## src/rtl/fragment_writer.sv

```systemverilog
// fragment_writer: FIFO-buffered framebuffer SRAM write stage; frame clear built only when FRAG_CLEAR_EN is defined
module fragment_writer #(
  parameter int          FIFO_DEPTH     = 8,
  parameter int          SRAM_WR_CYCLES = 2,
  parameter int          FB_PIXELS      = 256000,
  parameter logic [15:0] CLEAR_COLOR    = 16'h0000
) (
  input  logic        I_CLOCK,
  input  logic        I_RESET,
  input  logic        I_FRAG_VALID,
  input  logic [17:0] I_FRAG_ADDR,
  input  logic [15:0] I_FRAG_COLOR,
  output logic        O_FRAG_READY,
  input  logic        I_FRAME_START,
  output logic [17:0] O_SRAM_ADDR,
  output logic [15:0] O_SRAM_DATA,
  output logic        O_SRAM_WE_N,
  output logic        O_BUSY,
  output logic [7:0]  O_DROP_COUNT
);
  localparam int AW = (FIFO_DEPTH > 1) ? $clog2(FIFO_DEPTH) : 1;
  localparam int CW = AW + 1;
  localparam int WW = $clog2(SRAM_WR_CYCLES) + 1;

  typedef enum logic [2:0] {
    IDLE,
    LOAD,
    WRITE,
`ifdef FRAG_CLEAR_EN
    RECOVER,
    CLEAR
`else
    RECOVER
`endif
  } state_t;

  state_t state, next;
  logic [17:0] fifo_addr [FIFO_DEPTH];
  logic [15:0] fifo_color [FIFO_DEPTH];
  logic [AW-1:0] wr_ptr, rd_ptr;
  logic [CW-1:0] count;
  logic [WW-1:0] wcnt;
  logic full, empty, in_range, accept, push, pop, last_write, pend;

  assign full       = count == CW'(FIFO_DEPTH);
  assign empty      = count == '0;
  assign in_range   = 32'(I_FRAG_ADDR) < 32'(FB_PIXELS);
  assign accept     = I_FRAG_VALID && O_FRAG_READY;
  assign push       = accept && in_range;
  assign pop        = state == LOAD;
  assign last_write = wcnt == WW'(SRAM_WR_CYCLES - 1);
  assign O_BUSY     = !empty || state != IDLE || pend;

`ifdef FRAG_CLEAR_EN
  logic clear_pending, in_clear, clr_last;
  logic [17:0] clr_cnt;
  assign clr_last     = O_SRAM_ADDR == 18'(FB_PIXELS - 1);
  assign pend         = clear_pending;
  assign O_FRAG_READY = !full && !clear_pending && state != CLEAR;
  // Latch clear requests (extra pulses ignored) and step the clear address; clr_cnt is the next address to clear
  always_ff @(posedge I_CLOCK or posedge I_RESET)
    if (I_RESET) begin
      clear_pending <= 1'b0;
      in_clear      <= 1'b0;
      clr_cnt       <= '0;
    end else if (state == RECOVER && in_clear && clr_last) begin
      clear_pending <= 1'b0;
      in_clear      <= 1'b0;
      clr_cnt       <= '0;
    end else begin
      if (I_FRAME_START && !clear_pending) clear_pending <= 1'b1;
      if (next == CLEAR) begin
        in_clear <= 1'b1;
        clr_cnt  <= clr_cnt + 1'b1;
      end
    end
`else
  logic unused_frame_start;
  assign unused_frame_start = I_FRAME_START;
  assign pend               = 1'b0;
  assign O_FRAG_READY       = !full;
`endif

  // Next-state logic: clear waits for an empty FIFO; back-to-back fragments skip IDLE
  always_comb begin
    next = state;
    case (state)
`ifdef FRAG_CLEAR_EN
      IDLE:    next = (clear_pending && empty) ? CLEAR : !empty ? LOAD : IDLE;
      RECOVER: next = in_clear ? (clr_last ? IDLE : CLEAR) : !empty ? LOAD : IDLE;
      CLEAR:   next = WRITE;
`else
      IDLE:    next = empty ? IDLE : LOAD;
      RECOVER: next = empty ? IDLE : LOAD;
`endif
      LOAD:    next = WRITE;
      WRITE:   next = last_write ? RECOVER : WRITE;
      default: next = IDLE;
    endcase
  end

  // State register
  always_ff @(posedge I_CLOCK or posedge I_RESET)
    if (I_RESET) state <= IDLE;
    else state <= next;

  // FIFO pointers and occupancy; the pop lands on the edge that leaves LOAD
  always_ff @(posedge I_CLOCK or posedge I_RESET)
    if (I_RESET) begin
      wr_ptr <= '0;
      rd_ptr <= '0;
      count  <= '0;
    end else begin
      if (push) wr_ptr <= wr_ptr + 1'b1;
      if (pop) rd_ptr <= rd_ptr + 1'b1;
      count <= count + CW'(push) - CW'(pop);
    end

  // FIFO storage, unreset since occupancy alone defines valid entries
  always_ff @(posedge I_CLOCK)
    if (push) begin
      fifo_addr[wr_ptr]  <= I_FRAG_ADDR;
      fifo_color[wr_ptr] <= I_FRAG_COLOR;
    end

  // SRAM bus: address/data set up on entry to LOAD or CLEAR and held through RECOVER
  always_ff @(posedge I_CLOCK or posedge I_RESET)
    if (I_RESET) begin
      O_SRAM_ADDR <= '0;
      O_SRAM_DATA <= '0;
      O_SRAM_WE_N <= 1'b1;
      wcnt        <= '0;
    end else begin
      O_SRAM_WE_N <= next != WRITE;
      wcnt        <= (state == WRITE) ? wcnt + 1'b1 : '0;
      if (next == LOAD) begin
        O_SRAM_ADDR <= fifo_addr[rd_ptr];
        O_SRAM_DATA <= fifo_color[rd_ptr];
      end
`ifdef FRAG_CLEAR_EN
      if (next == CLEAR) begin
        O_SRAM_ADDR <= clr_cnt;
        O_SRAM_DATA <= CLEAR_COLOR;
      end
`endif
    end

  // Saturating count of out-of-range fragments that completed the handshake
  always_ff @(posedge I_CLOCK or posedge I_RESET)
    if (I_RESET) O_DROP_COUNT <= '0;
    else if (accept && !in_range && O_DROP_COUNT != 8'hFF) O_DROP_COUNT <= O_DROP_COUNT + 1'b1;
endmodule

```

## config.mk

```make
export PLATFORM = sky130hd
export DESIGN_NAME = fragment_writer
export DESIGN_NICKNAME = d
export VERILOG_FILES = /design/src/rtl/fragment_writer.sv
export SDC_FILE = /design/constraint.sdc
export NUM_CORES = 1
export LEC_CHECK = 0
export ABC_AREA = 1
export BUFFER_PORTS_ARGS = -buffer_cell sky130_fd_sc_hd__buf_2
export CAP_MARGIN = 20
export CORE_MARGIN = 4
export CORE_UTILIZATION = 60
export DETAILED_ROUTE_END_ITERATION = 10
export PLACE_DENSITY = 0.78
export RECOVER_POWER = 100
export SYNTH_ARGS = -nofsm -noshare
export SYNTH_HDL_FRONTEND = slang
export SYNTH_SLANG_ARGS = --single-unit
```

## constraint.sdc

```tcl
create_clock -name I_CLOCK -period 3.89 [get_ports I_CLOCK]
set_clock_uncertainty 0.15 [all_clocks]
set_input_delay 0.778 -clock I_CLOCK [delete_from_list [all_inputs] [get_ports I_CLOCK]]
set_output_delay 0.778 -clock I_CLOCK [all_outputs]
set_load 0.05 [all_outputs]
```

==> results.py <==
metrics = {
    "worst_setup_path": {
        "r2r_slack_ps": 680,
        "reg2reg_depth": 8,
        "rr_startpoint": "count[2]",
        "cp_max_fo": 25,
        "worstSetupStartpoint": "count[2]",
        "critPathKind": "reg -> reg",
        "r2r_end": "fifo_color[4][15]",
        "worstSetupStartpointType": "flip-flop",
        "cp-endpoint": "fifo_color[4][15]",
        "cp-end-kind": "flip-flop",
        "worstPathRequired_ps": 3930,
        "critPathArrivalTime_ps": 3250,
    },
    "clock_tree": {
        "cts_tree": "built",
        "clk_path_buf_depth": 3,
        "cts_resized": 0,
        "clk_latency_ps": 510,
        "numCtsBuffers": 35,
        "cts.hold.buffers_added": 0,
        "clock-root-buffer": "clkbuf_16",
        "clock-sinks": 329,
        "path_clk_slew_ps": 60,
        "cts_setup_buffers": 0,
        "ctsHtreeMaxLevel": 2,
    },
    "layout": {
        "fillers": 1601,
        "drive_gt1_share_pct": 5.52,
        "multi_input_area_mm2": 0.00325,
        "final_core_util_pct": 69.3,
        "area.sequential_mm2": 0.00960,
        "syn2layout_area_growth_pct": 13.1,
        "nets": 1475,
    },
    "yosys": {
        "synth-seq-cells": 329,
        "syn_nets": 1395,
        "syn_area_mm2": 0.0140,
        "syn_area_per_cell_um2": 10.4,
        "ys_warn_count": 0,
        "netlist-cell-type-count": 26,
        "seq_area_frac_synth_pct": 68.7,
        "synth_cells": 1343,
    },
    "timing": {
        "slew_violations": 70,
        "setup_tns_ps": 0,
        "fmax_ghz": 0.312,
        "tightest_slew_ps": 1750,
        "hold_violations": 0,
        "fin_crit_ps": 3210,
        "rsz0062_at_grt": "no",
        "setup_ws_ps": 680,
        "slew_headroom_pct": -16.8,
        "finalSetupViolCount": 0,
        "period_share_pct": 82.5,
    },
    "grt": {
        "track_usage_pct": 23.0,
        "grt_antenna_before_repair": 1,
        "grt_pass1_vias": 8979,
        "grt_max_degree": 137,
        "globalRouteOverflowTotal": 0,
        "grt_pass1_wl_mm": 46.9,
    },
    "die": {
        "start_util_pct": 61.3,
        "die_w_um": 161,
        "dieArea_mm2": 0.0258,
        "core_area_mm2": 0.0228,
        "ios": 83,
        "die_y_um": 161,
        "rows": 55,
    },
    "routing": {
        "final_antenna_net_count": 0,
        "vias": 9236,
        "vias_per_cell": 5.24,
        "drc": 0,
        "drtPass1Iterations": 7,
        "wire_per_inst_um": 16.8,
        "wl_mm": 29.6,
        "drtIter0Drc": 886,
    },
    "hold_path": {
        "hold_path_class": "reg -> reg",
    },
    "pwr": {
        "cellLeakagePower_nw": 6.92,
        "irDropWorstVdd_mv": 0.587,
        "power_density_mw_per_mm2": 813,
    },
    "placed_design": {
        "dp_slack_ps": 901,
        "post-dp-hpwl_mm": 16.2,
        "gp_congestion": 0.749,
        "port_buffers": 81,
    },
    "outcome": {
        "status": "complete, but fails checks",
        "violations": "max-capacitance violations, max-slew violations",
    },
    "flow_run": {
        "cap_violations": 1,
    },
}
report_power, final:
group          switching [W]  internal, W
Clock                0.00131      0.00209
Sequential          0.000335      0.00453
Combinational        0.00338      0.00118
critical path, stage by stage (launching register included):
cell,delay [ps]
dfrtp_1,320
inv_1,70
ha_1,200
nand2_1,130
nand2_1,100
a21oi_1,280
nand2_1,230
nor2_1,1080
buf_12,320
per-layer routing:
metal,track usage [%],share of wire (%)
met1,30.5,40
met2,38.6,49
met3,4.49,7.6
met4,7.82,2.6
met5,0,0
state kept, by name, indices dropped and copies added (netlist names):
signal,cells
count,4
wcnt,2
O_SRAM_ADDR,18
state,2
wr_ptr,3
O_DROP_COUNT,8
O_SRAM_DATA,16
rd_ptr,3
O_SRAM_WE_N,1
fifo_addr,144
fifo_color,128
how the worst min path moves through the flow:
| stage | start | to | slack [ps] | cells past startpoint |
|---|---|---|---|---|
| detailed placement | wcnt[0] | wcnt[0] | 290 | 1 |
| finish | wcnt[0] | wcnt[0] | 290 | 1 |
| CTS | I_RESET | O_DROP_COUNT[0] | 220 | 2 |
| floorplan | wcnt[0] | wcnt[0] | 260 | 1 |
| global placement | wcnt[0] | wcnt[0] | 270 | 1 |
| global route | wcnt[0] | wcnt[0] | 340 | 1 |
placed cells by master (no fill, tap or decap), drive strengths merged:
cell	netlist	final
nand2	459	459
edfxtp	272	272
inv	228	227
nand3	217	217
clkbuf	18	131
dfrtp	56	56
nor2	19	19
buf	39	15
ha	13	13
clkinv	1	13
xnor2	5	5
o21ai	5	5
bufinv	0	5
xor2	3	3
nand3b	2	2
a21oi	2	2
diode	0	1
dfstp	1	1
nand4	1	1
nor3b	1	1
fa	1	1
clkinvlp	0	1
cell usage after synthesis:
master    number  area, um^2
nand2_1      456        1710
edfxtp_1     272        8170
inv_1        225         845
nand3_1      217        1090
dfrtp_1       56        1400
buf_2         35         175
clkbuf_1      18        67.6
nor2_1        17        63.8
ha_1          13         163
o21ai_0        5        25.0
xnor2_1        5        43.8
buf_4          3        22.5
inv_2          3        11.3
xor2_1         3        26.3
a21oi_1        2        10.0
nand2_2        2        12.5
nand3b_1       2        15.0
buf_1          1        3.75
clkinv_1       1        3.75
dfstp_2        1        26.3
fa_1           1        20.0
nand2_4        1        11.3
nand4_4        1        21.3
nor2_2         1        6.26
nor2_4         1        11.3
nor3b_1        1        7.51
layout make-up:
class                      instances  area share [%]
inverter                         229            5.45
multi-input combinational        728            20.6
clock buffer                      46            6.14
clock inverter                    17            1.37
timing repair buffer             100            3.12
tap                              313            2.48
sequential                       329            60.8
antenna                            1          0.0159
through the flow:
step	power [W]	cell area, um^2	cells	hold WS, ps
2_1_floorplan	0.00823	14000	1343	257
3_3_place_gp	0.00936	14800	1699	268
3_5_place_dp	0.00954	14800	1699	291
4_1_cts	0.0130	16000	1762	222
5_1_grt	0.0136	15800	1763	343
6_report	0.0128	15800	1763	292
kinds of logic (layout without fill, tap and decap cells):
group | count (synthesis) | after routing | share of synthesized area (%)
AOI/OAI and AO/OA | 7 | 7 | 0.251
xor gates and xnor gates | 8 | 8 | 0.502
adders and majority gates | 14 | 14 | 1.31
buffers and inverters | 286 | 392 | 8.09
DFF | 329 | 329 | 68.7
other | 0 | 1 | 0
and+or+nand+nor | 699 | 699 | 21.1
Power figures use the tool's default switching activity.
